## config.mk

```make
export PLATFORM = sky130hd
export DESIGN_NAME = video_timing_gen
export DESIGN_NICKNAME = d
export VERILOG_FILES = /design/src/rtl/video_timing_gen.sv
export SDC_FILE = /design/constraint.sdc
export NUM_CORES = 1
export LEC_CHECK = 0
export ABC_CLOCK_PERIOD_IN_PS = 6100
export CORE_UTILIZATION = 40
export DETAILED_ROUTE_END_ITERATION = 10
export PLACE_DENSITY_LB_ADDON = 0.25
export REMOVE_ABC_BUFFERS = 1
export SLEW_MARGIN = 10
export SYNTH_ARGS = -nofsm -noshare
export SYNTH_HDL_FRONTEND = slang
export SYNTH_SLANG_ARGS = --single-unit
```

## constraint.sdc

```tcl
create_clock -name iClk -period 6.1 [get_ports iClk]
set_clock_uncertainty 0.1 [all_clocks]
set_input_delay 0.61 -clock iClk [delete_from_list [all_inputs] [get_ports iClk]]
set_output_delay 0.61 -clock iClk [all_outputs]
set_load 0.1 [all_outputs]
```

## src/rtl/video_timing_gen.sv

```systemverilog
// video_timing_gen: parametrised raster timing generator with DE/sync/coords and a leading frame-buffer address.
// Define VTG_ADDR_EN to build the frame-buffer address path; otherwise oAddr/oAddrVld are tied to 0.
module video_timing_gen #(
    parameter int H_VA   = 640,
    parameter int H_FP   = 16,
    parameter int H_SP   = 96,
    parameter int H_BP   = 48,
    parameter int V_VA   = 480,
    parameter int V_FP   = 10,
    parameter int V_SP   = 2,
    parameter int V_BP   = 33,
    parameter int HS_POL = 0,
    parameter int VS_POL = 0,
    parameter int LEAD   = 0,
    localparam int H_TOT = H_VA + H_FP + H_SP + H_BP,
    localparam int V_TOT = V_VA + V_FP + V_SP + V_BP,
    localparam int HW    = $clog2(H_TOT),
    localparam int VW    = $clog2(V_TOT),
    localparam int AW    = $clog2(H_VA * V_VA)
) (
    input  logic          iClk,
    input  logic          iRst,
    input  logic          iPixEn,
    output logic          oDE,
    output logic          oHS,
    output logic          oVS,
    output logic [HW-1:0] oX,
    output logic [VW-1:0] oY,
    output logic          oFrameStart,
    output logic [AW-1:0] oAddr,
    output logic          oAddrVld
);
    localparam logic [HW-1:0] H_LAST = HW'(H_TOT - 1);
    localparam logic [HW-1:0] H_ACT  = HW'(H_VA);
    localparam logic [HW-1:0] H_SS   = HW'(H_VA + H_FP);
    localparam logic [HW-1:0] H_SE   = HW'(H_VA + H_FP + H_SP);
    localparam logic [VW-1:0] V_LAST = VW'(V_TOT - 1);
    localparam logic [VW-1:0] V_ACT  = VW'(V_VA);
    localparam logic [VW-1:0] V_SS   = VW'(V_VA + V_FP);
    localparam logic [VW-1:0] V_SE   = VW'(V_VA + V_FP + V_SP);
    localparam logic HP = (HS_POL != 0);
    localparam logic VP = (VS_POL != 0);
    localparam int SW = 4 + HW + VW;

    logic [HW-1:0] h;
    logic [VW-1:0] v;
    logic hEnd, vEnd, active, hsync, vsync, fs;

    assign hEnd   = h == H_LAST;
    assign vEnd   = v == V_LAST;
    assign active = h < H_ACT && v < V_ACT;
    assign hsync  = h >= H_SS && h < H_SE;
    assign vsync  = v >= V_SS && v < V_SE;
    assign fs     = h == '0 && v == '0;

    always_ff @(posedge iClk) begin
        if (iRst) begin
            h <= '0;
            v <= '0;
        end else if (iPixEn) begin
            h <= hEnd ? '0 : h + 1'b1;
            if (hEnd) v <= vEnd ? '0 : v + 1'b1;
        end
    end

    // Raw (pre-polarity) decode travels through the lead delay; all-zero is the inactive stage value.
    logic [SW-1:0] dec, stg;
    assign dec = {active, hsync, vsync, fs, h, v};

    generate
        if (LEAD == 0) begin : gNoLead
            assign stg = dec;
        end else begin : gLead
            logic [SW-1:0] pipe [LEAD];
            always_ff @(posedge iClk) begin
                if (iRst) begin
                    for (int i = 0; i < LEAD; i++) pipe[i] <= '0;
                end else if (iPixEn) begin
                    pipe[0] <= dec;
                    for (int i = 1; i < LEAD; i++) pipe[i] <= pipe[i-1];
                end
            end
            assign stg = pipe[LEAD-1];
        end
    endgenerate

    logic sAct, sHs, sVs, sFs;
    logic [HW-1:0] sX;
    logic [VW-1:0] sY;
    assign {sAct, sHs, sVs, sFs, sX, sY} = stg;

    always_ff @(posedge iClk) begin
        if (iRst) begin
            oDE         <= 1'b0;
            oHS         <= ~HP;
            oVS         <= ~VP;
            oFrameStart <= 1'b0;
            oX          <= '0;
            oY          <= '0;
        end else if (iPixEn) begin
            oDE         <= sAct;
            oHS         <= sHs ? HP : ~HP;
            oVS         <= sVs ? VP : ~VP;
            oFrameStart <= sFs;
            oX          <= sX;
            oY          <= sY;
        end
    end

`ifdef VTG_ADDR_EN
    logic [AW-1:0] addrNext;

    always_ff @(posedge iClk) begin
        if (iRst) begin
            addrNext <= '0;
            oAddr    <= '0;
            oAddrVld <= 1'b0;
        end else if (iPixEn) begin
            oAddrVld <= active;
            if (active) begin
                oAddr    <= addrNext;
                addrNext <= addrNext + 1'b1;
            end
            if (hEnd && vEnd) addrNext <= '0;
        end
    end
`else
    assign oAddr    = '0;
    assign oAddrVld = 1'b0;
`endif
endmodule

```

### Word level (Yosys, flattened, before mapping)

Index checks and enable logic that the tools add are counted.

* word-level logic and storage cells: 29
* bits in registers: 44
* output and inout bits: 44
* input bits: 3

* order comparisons: 6
* reductions and logical operators: 7
* add/subtract/negate cells: 2
* mux-type cells: 4
* equality and inequality tests: 2

Operators by type and width (count)
* adder 10 x 1 -> 10 bit, second input constant: 2
* == test 10 bit, second input constant: 2
* zero test 10 bit: 2
* less-than comparator 10 bit, second input constant: 2
* less-than comparator 10 x 9 -> 1 bit, second input constant: 2
* 2-to-1 mux 10 bit: 2
* greater-or-equal comparator 10 bit, second input constant: 1
* greater-or-equal comparator 10 x 9 -> 1 bit, second input constant: 1
* logical AND 1 bit: 4
* 2-to-1 mux 1 bit: 2
* AND reduction 2 bit: 1

### Longest topological paths before layout

Gate-level depths: netlist (run 1).

* depth in word-level cells: 3
* mapped depth: 6
* gate-level depth less buffers: 6

### Worst setup path before layout (run 1)

Ideal clock, no wire load.

* path kind: input to register
* from: in iPixEn
* to: reg v[4], in the netlist sY[4]
* cell stages on the path: 5
* arrival: 1945 ps
* setup time: 70 ps
* setup slack: 3984 ps
* data required time: 5930 ps
* buffers on the path: 1
* cells stage by stage: clkbuf_1 > nor4b_1 > nand3_1 > or4_1 > a21oi_1

* word-level cells in the longest chain between the ends: 1

RTL lines
* start: declaration: RTL line 23 `input logic iPixEn,`
* AND reduction 2 bit (no source line)
* end signal: assignment: RTL line 62 `if (hEnd) v <= vEnd ? '0 : v + 1'b1;`
* end: declaration: RTL line 46 `logic [VW-1:0] v;`

No other way between the ends.
A chain may end at the register's enable or synchronous reset.

### Worst setup path after layout (run 1)

Ends and elaborated chain as after synthesis.

==> results of run 1 <==
-- placed cells by master, fill, tap and decap left out, types with 2 or more instances in the layout --
cell type         n
o21ai_0           9
and3_1            3
nand4b_1          2
clkbuf_8          5
nand2_1          15
xor2_1            6
buf_4             2
conb_1           20
inv_1             7
and2_1            2
mux2i_1          20
a21oi_1          10
a31o_2            3
nor4_1            4
dfxtp_1          44
nor4b_1           2
or3_1             3
clkdlybuf4s50_1  26
or3_2             2
nand4_1           6
nand3_1           9
and4_1            2
ha_1              4
or4_1             4
nor2_1           28
o21a_1            2
-- worst paths after layout --
kind              depth (start not counted)     to  slack (ns)  startpoint
setup / recovery                          6  sY[4]        3.41      iPixEn
hold / removal                            2  oY[4]        0.36       oY[4]
setup reg to reg                          5  sY[6]        3.86        h[0]
hold reg to reg                           2  oY[4]        0.36       oY[4]
-- critical path: stages --
cell and delay (ns):
clkdlybuf4s50_1 0.45, buf_4 0.40, nor4b_1 0.38, nand3_1 0.26, or4_1 0.55, a21oi_1 0.14
-- layout make-up --
class / count / area share
Inverter: 7 / 0.0108
Multi-Input combinational cell: 173 / 0.445
Clock buffer: 6 / 0.0299
Clock inverter: 1 / 0.00206
Timing Repair Buffer: 28 / 0.113
Sequential cell: 44 / 0.363
Tap cell: 70 / 0.0361
-- through the flow --
step	power, mW	area (um2)
floorplan	0.374	1990
global placement	0.390	2350
detailed placement	0.390	2350
CTS	0.560	2430
global route	0.578	2430
finish	0.557	2430
-- power by group --
group	total, mW	switching, mW	leakage, nW	internal [mW]
Combinational	0.0910	0.0788	0.564	0.0122
Clock	0.174	0.0964	0.0410	0.0780
Sequential	0.292	0.00243	0.355	0.289
Total	0.557	0.178	0.961	0.380
-- registers in the layout, summed over array words and instances (netlist names) --
signal,cells
oHS,1
oY,10
oVS,1
sY,10
h,10
oFrameStart,1
oX,10
oDE,1
-- cell families after synthesis --
logic type / count (synthesis) / share of synthesized area
buf+inv: 42 / 0.111
mux: 21 / 0.0996
simple gates: 91 / 0.233
other cells: 1 / 0.00177
xor+xnor: 7 / 0.0289
fa+ha+maj: 4 / 0.0236
flops: 44 / 0.415
compound gates: 30 / 0.0878
-- per-layer routing --
metal / part of all wire / track usage / up-vias
met4: 0.015 / 0.0692 / 0
met3: 0.041 / 0.0402 / 7
met5: 0 / 0 / -
li1: - / - / 834
met2: 0.45 / 0.259 / 39
met1: 0.49 / 0.207 / 747
==> impl_metrics.ini, run 1 <==
[outcome]
status = finished clean

[final_layout]
fin_nets = 266
drive_above_1_share = 0.0734
multi_input_area_um2 = 1080
fillerInstances = 521
fin_util = 0.475
regArea_um2 = 881
diodes = 0
instances_no_fill = 329
area_growth_pct = 14.3

[clock_network]
cts_tree = yes
numCtsBuffers = 5
cts_hold_buf = 0
root_buffer = clkbuf_8
path_clk_slew_ns = 0.08
htree_num_levels = 2
clock_latency_ns = 0.30
clockBufferDepth = 2
cts.sinks = 44
postCtsSetupRepairBufs = 0
post_cts_resized = 0

[timing]
setup_tns_ns = 0
max_freq_mhz = 372
maxSlewViolCount = 0
max_slew_margin = 0.350
fin_ws_ns = 3.41
setup_viol = 0
tightest_slew_ns = 0.971
rsz0062_at_grt = false
whs_ns = 0.362
hold_viol_final = 0
fin_crit_ns = 2.69
timing.final.crit_share = 0.441

[synthesis]
synth_seq_area_share = 0.415
synth_common_cells = dfxtp_1 (44), nor2_1 (28), buf_4 (20), mux2i_1 (20), nand2_1 (15)
ys_warn_count = 0
synthTopCellsByArea = dfxtp_1 (41%), mux2i_1 (9.4%), buf_4 (7.1%)
yosys.area.top_type_share = 0.415
post-synth-top-count-cell = dfxtp_1
ys_types = 44
avgSynthCellArea_um2 = 8.85
syn_area_um2 = 2120
synth_edf_count = 0
synthFlopType = dfxtp_1
async_flop_share = 0
synth_cells = 240
yosys_register_bits = 44
synth_top_area_cell = dfxtp_1

[job]
max_cap_viol_count = 0

[global_route]
overflow = 0
grt_pass1_wl_um = 6930
grt_max_degree = 38
grt_use_total = 0.162
grt_antenna_before_repair = 0
grt_pass1_vias = 1519

[setup_path]
cp_data_arrival_time_ns = 2.82
critPathLaunchType = input port
end_kind = register
crit_fanout = 35
criticalPathCategory = in -> reg
cp.required_ns = 6.23

[floorplan]
rows = 26
die_y_um = 74.9
die_area_um2 = 5600
pin_count = 47
start_util = 0.416
coreArea_um2 = 5110
die_x_um = 74.9

[power]
p_per_area_nw_per_um2 = 230
p_leak_nw = 0.961
peakVddDrop_v = 0.000150

[detailed_routing]
wl_per_cell_um = 12.4
drt_iter0_drc = 96
drc = 0
avgViaCountPerCell = 4.95
ant_nets = 0
first_pass_iters = 4
vias = 1627
totalWireLength_um = 4070

[place]
pre_cts_slack_ns = 3.14
port_buffers = 26
hpwlAfterDp_um = 2700
dp_cells = 322
gp_congestion = 0.771

[hold_path]
min_path_type = reg -> reg
Power figures use the tool's default switching activity.
==> run 2, diff against run 1 <==
Settings changed: ABC_CLOCK_PERIOD_IN_PS 6100 to 2700.
Clock period 6.1 ns to 2.7 ns, I/O delays scaled along.
==> run 2 against run 1 <==
First-iteration DRC count increased by 50%. Clock power increased by 130%. Power rose by 130%. Critical path depth decreased by 1. Design area is 1.1% lower. Via count up 4.2%. Combinational power rose by 130%. Non-clock buffer count is 3 higher.
==> impl_metrics.ini, run 2 (synthesis gave the netlist of run 1 again) <==
[outcome]
status = finished clean

[timing]
fin_crit_ns = 2.20
rsz0062_at_grt = false
setup_tns_ns = 0
setup_viol = 0
tightest_slew_ns = 0.711
max_slew_margin = 0.524
max_freq_mhz = 454
hold_viol_final = 0
timing.final.crit_share = 0.815
maxSlewViolCount = 0

[clock_network]
clock_latency_ns = 0.30
cts.sinks = 44
numCtsBuffers = 5
root_buffer = clkbuf_8
cts_tree = yes
post_cts_resized = 0
cts_hold_buf = 0
postCtsSetupRepairBufs = 0
clockBufferDepth = 2
path_clk_slew_ns = 0.09
htree_num_levels = 2

[global_route]
grt_max_degree = 19
overflow = 0
grt_pass1_wl_um = 7170
grt_pass1_vias = 1583
grt_antenna_before_repair = 0
grt_use_total = 0.168

[setup_path]
cp_data_arrival_time_ns = 2.28
criticalPathCategory = reg -> reg
rr_startpoint = h[1]
worstPathCellList = ha_1 > nand4_1 > nor4_1 > nand3_1 > mux2_2
r2r-end = sY[6]
startpoint = h[1]
rr_worst_depth = 5
cp.required_ns = 2.78
cp_top_family = simple AND/OR/NAND/NOR gates
r2r_setup_slack_ns = 0.50
cp.depth = 5
end_kind = register
critPathBufInv = 0
max_stage_delay_ns = 0.66
critPathLaunchType = register
worstSetupEndpoint = sY[6]
crit_slowest_cell = nor4_1
crit_fanout = 6

[floorplan]
coreArea_um2 = 5110
pin_count = 47
die_area_um2 = 5600
rows = 26
start_util = 0.416
die_y_um = 74.9
die_x_um = 74.9

[power]
p_leak_nw = 1.03
p_per_area_nw_per_um2 = 532
peakVddDrop_v = 0.000252

[hold_path]
min_path_type = reg -> reg

[place]
hpwlAfterDp_um = 2970
gp_congestion = 0.763
port_buffers = 26

[detailed_routing]
wl_per_cell_um = 12.5
drc = 0
drt_iter0_drc = 144
totalWireLength_um = 4150
first_pass_iters = 4
vias = 1696
ant_nets = 0
avgViaCountPerCell = 5.09

[final_layout]
drive_above_1_share = 0.183
fillerInstances = 526
multi_input_area_um2 = 1080
layout_common_cells = dfxtp_1 (44), buf_4 (29), nor2_1 (28)
fin_nets = 269
diodes = 0
area_growth_pct = 13.0
final_common_cell = dfxtp_1
fin_util = 0.470
regArea_um2 = 881

[job]
max_cap_viol_count = 0
-- run 2: layout make-up --
cell class                      count  area share
Multi-Input combinational cell    173       0.450
Tap cell                           70      0.0365
Clock buffer                        5      0.0287
Inverter                            7      0.0110
Clock inverter                      3     0.00782
Sequential cell                    44       0.367
Timing Repair Buffer               31      0.0991
-- run 2: metrics by stage --
step | hold slack [ns] | setup WS, ns | instances | instance area (um2) | total power [mW]
after floorplan | 0.239 | 0.803 | 224 | 1990 | 0.845
after global placement | 0.369 | 0.347 | 325 | 2310 | 0.885
after detailed placement | 0.366 | 0.302 | 325 | 2310 | 0.885
after CTS | 0.379 | 0.521 | 333 | 2400 | 1.29
after global routing | 0.400 | 0.345 | 333 | 2400 | 1.33
final | 0.372 | 0.500 | 333 | 2400 | 1.28
-- run 2: how the worst min path moves through the flow --
stage                     slack, ns  startpoint    end  cells after the start
after CTS                      0.38       oY[4]  oY[4]                      2
after floorplan                0.24        iRst   h[0]                      1
after detailed placement       0.37       oY[4]  oY[4]                      2
after global placement         0.37       oY[4]  oY[4]                      2
after global routing           0.40       oY[4]  oY[4]                      2
final                          0.37       oY[4]  oY[4]                      2
-- run 2: per-layer routing --
layer  track usage  part of all wire  routed length [um]
met1         0.212              0.48                2000
met2         0.277              0.47                1940
met3        0.0428             0.039                 162
met4        0.0608             0.011                  47
met5             0                 0                   0
-- run 2: report_power, final --
part / switching, mW / leakage [nW] / internal, mW
clock network: 0.225 / 0.0479 / 0.180
logic: 0.181 / 0.622 / 0.0291
registers: 0.00562 / 0.355 / 0.654
-- run 2: tightest hold or removal path, cell delays in order (launching register included) --
cell and delay [ns]:
dfxtp_1 0.32, nand2_1 0.05, a21oi_1 0.05
==> run 3, diff against run 2 <==
Settings changed: ABC_CLOCK_PERIOD_IN_PS 2700 to 2150.
Clock period 2.7 ns to 2.15 ns, I/O delays scaled along.
==> run 3 against run 2 <==
Via count rose by 2.8%. Sequential power increased by 26%. Fmax grew 11%. Power is 34% higher. Critical path type unchanged. Highest routed layer unchanged.
==> impl_metrics.ini, run 3 (synthesis gave the netlist of run 1 again) <==
[setup_path]
critPathLaunchType = register
criticalPathCategory = reg -> reg
cp_data_arrival_time_ns = 2.11
rr_worst_depth = 5
crit_fanout = 6
end_kind = register
cp.required_ns = 2.28

[power]
p_leak_nw = 1.11
peakVddDrop_v = 0.000375
finalPower_mw = 1.71
p_per_area_nw_per_um2 = 672

[final_layout]
final_common_cell = buf_4
finish.instance_area_um2 = 2540
fin_util = 0.498
instances_no_fill = 349
fin_nets = 285
multi_input_area_um2 = 1080
fillerInstances = 510
layout_common_cells = buf_4 (45), dfxtp_1 (42), nor2_1 (28)
area_growth_pct = 19.7
regArea_um2 = 883
diodes = 0
drive_above_1_share = 0.233

[clock_network]
path_clk_slew_ns = 0.08
cts.sinks = 44
postCtsSetupRepairBufs = 0
numCtsBuffers = 5
htree_num_levels = 2
clockBufferDepth = 2
clock_latency_ns = 0.29
cts_tree = yes
root_buffer = clkbuf_8
cts_hold_buf = 0

[floorplan]
pin_count = 47
die_y_um = 74.9
coreArea_um2 = 5110
start_util = 0.416
rows = 26
die_area_um2 = 5600
die_x_um = 74.9

[timing]
setup_tns_ns = 0
timing.final.crit_share = 0.921
max_freq_mhz = 505
fin_crit_ns = 1.98
maxSlewViolCount = 0
setup_viol = 0
hold_viol_final = 0
whs_ns = 0.364
rsz0062_at_grt = false
fin_ws_ns = 0.169

[detailed_routing]
wl_per_cell_um = 12.5
drc = 0
totalWireLength_um = 4370
drt_iter0_drc = 84
vias = 1744
first_pass_iters = 4
avgViaCountPerCell = 5.00
ant_nets = 0

[place]
hpwlAfterDp_um = 3170
pre_cts_slack_ns = -0.0339
post_dp_cell_area_um2 = 2430
port_buffers = 26
dp_cells = 341
gp_congestion = 0.766

[hold_path]
hold_depth = 2
min_path_type = reg -> reg

[global_route]
grt_use_total = 0.176
grt_antenna_before_repair = 0
overflow = 0
grt_max_degree = 21
grt_pass1_wl_um = 7410
grt_pass1_vias = 1591

[outcome]
status = finished clean

[job]
max_cap_viol_count = 0
[run 3: routing by layer]
metal  vias up  routed length (um)  part of all wire  global-route usage
met5         -                   0                 0                   0
met4         0                  44             0.010              0.0629
met3         4                 154             0.035              0.0415
met2        38                2060              0.47               0.292
met1       834                2110              0.48               0.222
li1        868                   -                 -                   -
[run 3: cell type report]
cell class	instances	area share
inverter	7	0.0103
timing repair buffer	47	0.141
clock inverter	2	0.0138
multi-input combinational	173	0.424
tap	70	0.0345
sequential	44	0.348
clock buffer	6	0.0286
[run 3: power by group]
part           leakage (nW)  total [mW]  internal, mW  switching, mW
registers             0.356       0.829         0.822        0.00670
logic                 0.702       0.268        0.0404          0.227
clock network        0.0552       0.612         0.345          0.267
[run 3: repair_timing]
action | in CTS | in global routing
endpoints found under the setup margin | 0 | 2
hold endpoints to repair | 0 | 0
resized for setup | 0 | 2
[run 3: worst max-delay path, stage by stage (launching register included)]
cell	delay, ns
dfxtp_2	0.38
ha_1	0.17
nand4_1	0.19
or4_4	0.58
or3_1	0.35
a21oi_1	0.14
[run 3: worst paths after layout]
kind                            start     to  slack (ns)
worst max-delay path             h[0]  sY[9]        0.17
worst min-delay path            oY[4]  oY[4]        0.36
worst max register to register   h[0]  sY[9]        0.17
worst min register to register  oY[4]  oY[4]        0.36
